`src/rtl/alu_issue_queue.sv`:
```
`default_nettype none
// ============================================================================
// Module   : alu_issue_queue
// Purpose  : Command FIFO in front of a combinational ALU. The FIFO head
//            drives the ALU inputs, and the ALU result is captured into a
//            one-entry valid/ready output stage.
// Options  : ALU_FLAGS_EN - adds out_zero_o, a registered zero flag that is
//            captured and held together with out_result_o.
// Revision : 1.0 - initial release
// ============================================================================
module alu_issue_queue #(
  parameter int DATA_W = 4,
  parameter int OP_W   = 3,
  parameter int DEPTH  = 4
) (
  input  logic                   clk,
  input  logic                   rst_n,
  input  logic                   in_valid_i,
  output logic                   in_ready_o,
  input  logic [DATA_W-1:0]      in_a_i,
  input  logic [DATA_W-1:0]      in_b_i,
  input  logic [OP_W-1:0]        in_op_i,
  output logic [DATA_W-1:0]      alu_a_o,
  output logic [DATA_W-1:0]      alu_b_o,
  output logic [OP_W-1:0]        alu_opcode_o,
  input  logic [DATA_W-1:0]      alu_result_i,
  output logic                   out_valid_o,
  input  logic                   out_ready_i,
  output logic [DATA_W-1:0]      out_result_o,
  output logic [OP_W-1:0]        out_op_o,
`ifdef ALU_FLAGS_EN
  output logic                   out_zero_o,
`endif
  output logic [$clog2(DEPTH):0] count_o
);

  localparam int PTR_W = $clog2(DEPTH);
  localparam int CNT_W = PTR_W + 1;
  localparam logic [CNT_W-1:0] C_FULL = CNT_W'(DEPTH);

  typedef enum logic [0:0] {
    ST_EMPTY = 1'b0,
    ST_FULL  = 1'b1
  } out_state_e;

  // FIFO storage; contents are don't-care until written, so no reset
  logic [DATA_W-1:0] mem_a_q  [DEPTH];
  logic [DATA_W-1:0] mem_b_q  [DEPTH];
  logic [OP_W-1:0]   mem_op_q [DEPTH];

  logic [PTR_W-1:0]  wr_ptr_q, wr_ptr_d;
  logic [PTR_W-1:0]  rd_ptr_q, rd_ptr_d;
  logic [CNT_W-1:0]  count_q, count_d;
  out_state_e        state_q, state_d;
  logic [DATA_W-1:0] res_q, res_d;
  logic [OP_W-1:0]   op_q, op_d;
`ifdef ALU_FLAGS_EN
  logic              zero_q, zero_d;
`endif

  logic push_w;
  logic load_w;
  logic not_empty_w;

  // Full check uses the registered count only, so a same-cycle pop never
  // lets a push through when the FIFO is full.
  assign in_ready_o  = (count_q != C_FULL);
  assign not_empty_w = (count_q != '0);
  assign push_w      = in_valid_i && in_ready_o;
  assign load_w      = not_empty_w && ((state_q == ST_EMPTY) || out_ready_i);

  // Head of FIFO drives the ALU; zeros when nothing is queued
  assign alu_a_o      = not_empty_w ? mem_a_q[rd_ptr_q]  : '0;
  assign alu_b_o      = not_empty_w ? mem_b_q[rd_ptr_q]  : '0;
  assign alu_opcode_o = not_empty_w ? mem_op_q[rd_ptr_q] : '0;

  assign out_valid_o  = (state_q == ST_FULL);
  assign out_result_o = res_q;
  assign out_op_o     = op_q;
  assign count_o      = count_q;
`ifdef ALU_FLAGS_EN
  assign out_zero_o   = zero_q;
`endif

  // Pointer and occupancy next-state: pointers wrap naturally at DEPTH
  always_comb begin
    wr_ptr_d = wr_ptr_q;
    rd_ptr_d = rd_ptr_q;
    count_d  = count_q;
    if (push_w) begin
      wr_ptr_d = wr_ptr_q + PTR_W'(1);
    end
    if (load_w) begin
      rd_ptr_d = rd_ptr_q + PTR_W'(1);
    end
    case ({push_w, load_w})
      2'b10:   count_d = count_q + CNT_W'(1);
      2'b01:   count_d = count_q - CNT_W'(1);
      default: count_d = count_q;
    endcase
  end

  // Output stage next-state: capture on load, drain on accept, else hold
  always_comb begin
    state_d = state_q;
    res_d   = res_q;
    op_d    = op_q;
`ifdef ALU_FLAGS_EN
    zero_d  = zero_q;
`endif
    if (load_w) begin
      state_d = ST_FULL;
      res_d   = alu_result_i;
      op_d    = mem_op_q[rd_ptr_q];
`ifdef ALU_FLAGS_EN
      zero_d  = (alu_result_i == '0);
`endif
    end else if (out_ready_i) begin
      state_d = ST_EMPTY;
    end
  end

  // FIFO write port
  always_ff @(posedge clk) begin
    if (push_w) begin
      mem_a_q[wr_ptr_q]  <= in_a_i;
      mem_b_q[wr_ptr_q]  <= in_b_i;
      mem_op_q[wr_ptr_q] <= in_op_i;
    end
  end

  // State registers with asynchronous active-low reset
  always_ff @(posedge clk or negedge rst_n) begin
    if (!rst_n) begin
      wr_ptr_q <= '0;
      rd_ptr_q <= '0;
      count_q  <= '0;
      state_q  <= ST_EMPTY;
      res_q    <= '0;
      op_q     <= '0;
    end else begin
      wr_ptr_q <= wr_ptr_d;
      rd_ptr_q <= rd_ptr_d;
      count_q  <= count_d;
      state_q  <= state_d;
      res_q    <= res_d;
      op_q     <= op_d;
    end
  end

`ifdef ALU_FLAGS_EN
  // Zero flag register, held alongside the result
  always_ff @(posedge clk or negedge rst_n) begin
    if (!rst_n) begin
      zero_q <= 1'b0;
    end else begin
      zero_q <= zero_d;
    end
  end
`endif

endmodule
`default_nettype wire
```
`config.mk`:
```
export PLATFORM = sky130hd
export DESIGN_NAME = alu_issue_queue
export DESIGN_NICKNAME = d
export VERILOG_FILES = /design/src/rtl/alu_issue_queue.sv
export SDC_FILE = /design/constraint.sdc
export NUM_CORES = 1
export LEC_CHECK = 0
export CAP_MARGIN = 20
export CORE_MARGIN = 2
export CORE_UTILIZATION = 45
export DETAILED_ROUTE_END_ITERATION = 7
export DONT_BUFFER_PORTS = 1
export HOLD_SLACK_MARGIN = 0.1
export PLACE_DENSITY = 0.66
export SKIP_CTS_REPAIR_TIMING = 1
export SYNTH_ARGS = -nofsm -noshare
export SYNTH_HDL_FRONTEND = slang
export SYNTH_SLANG_ARGS = --single-unit
```
`constraint.sdc`:
```
create_clock -name clk -period 3.8 [get_ports clk]
set_clock_uncertainty 0.1 [all_clocks]
set_input_delay 0.57 -clock clk [delete_from_list [all_inputs] [get_ports clk]]
set_output_delay 0.57 -clock clk [all_outputs]
set_load 0.05 [all_outputs]
```
==> results.tsv <==
metric	value	unit
start_util	46.7	%
synth_top_area_share	55.4	%
ys_top_cells_by_area	edfxtp_1 (55%), dfrtp_1 (16%), mux4_2 (10%)	
routed_via_density	4.98	
fp.dieW	76.8	µm
crit_chain	mux4_2 -> nor2b_1 -> buf_4	
dr_total_vias	1096	
post-route-util	54.5	%
dr.first_iter.drc_count	47	
cp.required	3130	ps
cts-root-buf	clkbuf_8	
grt_overflow	0	
crit_fanout	13	
fill_cells	415	
grt_pass1_vias	1224	
grtUsageTotal	14.7	%
ys_warn_count	0	
finalCritPeriodShare	73.3	%
gp_congestion	0.686	
synth_area	0.00238	mm²
cp_slowest_cell	dfrtp_1	
multiInputGateArea	644	µm²
worst_skew_pair.late_latency	330	ps
synth.largest_area_cell	edfxtp_1	
routed_wl	3900	µm
maxCapViolations	0	
cts_buffer_depth	2	
max_freq	0.359	GHz
grt_pass1_wl	6290	µm
synthXorXnorAreaFrac	2.20	%
numCtsBuffers	9	
worstReg2RegStart	count_o[2]	
status	finished clean	
path_buf_inv	1	
synth.cells.most_frequent	edfxtp_1 (44), dfrtp_1 (15), nor2b_1 (12)	
rsz0062_at_grt	false	
synth_compound_area_share	0	%
drv_slew	0	
portBuffers	0	
drive_gt1_share	36.7	%
cts_sinks	59	
syn_inst	124	
syn_to_final_growth	16.8	%
worstSetupPathType	reg -> out	
async_reset_ff_share	25.4	%
antenna_found_initial	0	
netlist-cell-type-count	23	
grt_start_max_net_pins	16	
synth_ff_type	edfxtp_1	
drc_errors	0	
min_from	in_a_i[1]	
synth_edf_count	44	
ios	42	
hold_slack	233	ps
coreArea	0.00511	mm²
ys_seq_elements	59	
tns	0	ps
setup_viol	0	
drt_pre_antenna_iters	4	
hold_class	in -> reg	
seq_area	0.00170	mm²
cts_tree	yes	
layout.nets	170	
hpwlAfterDp	2660	µm
die_y	76.8	µm
yosys.cell_count.top_type	edfxtp_1	
synth_top_family_by_area	multiplexers	
startpoint	rd_ptr_q[0]	
clk_pin_slew_worst_paths	60	ps
crit_arrival	2120	ps
yosys.area_share.simple	6.61	%
synth.area.mux_share	14.7	%
cp_slowest_stage_delay	830	ps
synth_fp_nets	149	
crit_family	flip-flops	
end_kind	primary output	
antennaDiodeCount	0	
dieArea	0.00590	mm²
worst_pin_slew	754	ps
hold_viol_final	0	
relSlewSlack	49.7	%
htree_levels	3	
synth_area_per_cell	19.2	µm²
yosysSeqAreaShare	71.1	%
drt-wirelength-per-cell	17.7	µm
layout_min_cycle_time	2790	ps
std_cell_rows	26	
detail-route-antenna-nets	0	
start_kind	register	
synth_adder_area_share	3.46	%
==> layout by cell type, fill, tap and decap left out, drive strengths merged <==
cell / netlist / routed
and2: 1 / 1
and3: 4 / 4
and3b: 1 / 1
buf: 3 / 13
bufinv: 0 / 2
clkbuf: 1 / 11
clkinv: 0 / 3
dfrtp: 15 / 15
dlygate4sd3: 0 / 1
edfxtp: 44 / 44
fa: 1 / 1
ha: 5 / 5
inv: 6 / 6
mux2: 8 / 8
mux2i: 1 / 1
mux4: 11 / 11
nand2: 1 / 1
nand2b: 1 / 1
nor2: 1 / 1
nor2b: 12 / 12
nor3: 1 / 1
or3b: 1 / 1
xnor2: 2 / 2
xor2: 4 / 4
==> cells by family after synthesis <==
family,count (synthesis)
flip-flops,59
multiplexers,20
adder cells (fa/ha/maj),6
buffers and inverters,10
XOR/XNOR,6
AND/OR/NAND/NOR,23
==> state kept, by name, summed over array words and instances (netlist names) <==
name and cells:
out_op_o 3, mem_op_q 12, count_o 3, wr_ptr_q 2, mem_a_q 16, mem_b_q 16, out_result_o 4, out_valid_o 1
rd_ptr_q 2
==> cell type report <==
type / count / share of cell area [%]
timing repair buffer: 14 / 3.86
clock buffer: 11 / 5.44
inverter: 6 / 0.809
tap: 70 / 3.14
multi-input combinational: 55 / 23.1
clock inverter: 5 / 2.70
sequential: 59 / 60.9
==> worst register-to-register path, cell delays in order (launching register included) <==
cell and delay, ps:
dfrtp_1 700, or3b_4 570, and2_4 220, inv_1 50, ha_1 170, inv_1 60
fa_1 370, xor2_1 150, nor2_1 110, xor2_1 150
==> worst paths after layout <==
path | end | slack (ps) | cells past startpoint
setup / recovery | alu_opcode_o[1] | 1010 | 3
hold / removal | mem_a_q[1][1] | 230 | 0
setup reg to reg | count_o[2] | 1090 | 9
hold reg to reg | wr_ptr_q[1] | 500 | 1
max in group asynchronous | rd_ptr_q[0] | 2560 | 1
min in group asynchronous | out_op_o[2] | 620 | 1
==> layer usage <==
metal,global-route usage (%),vias to the layer above,wire [µm]
met3,7.88,10,284
met2,24.5,27,2010
li1,-,504,-
met4,6.55,0,72
met1,15.3,555,1530
met5,0,-,0
==> through the flow <==
stage          instances  worst slack (ps)  instance area, µm²
2_1_floorplan        124              1190                2380
3_3_place_gp         203              1130                2550
3_5_place_dp         203              1080                2550
4_1_cts              219               944                2780
5_1_grt              220               824                2790
6_report             220              1010                2790
Power is left out: the tool's default activity adds up to more than one toggle a clock period on the data nets, which glitch-free logic cannot reach.
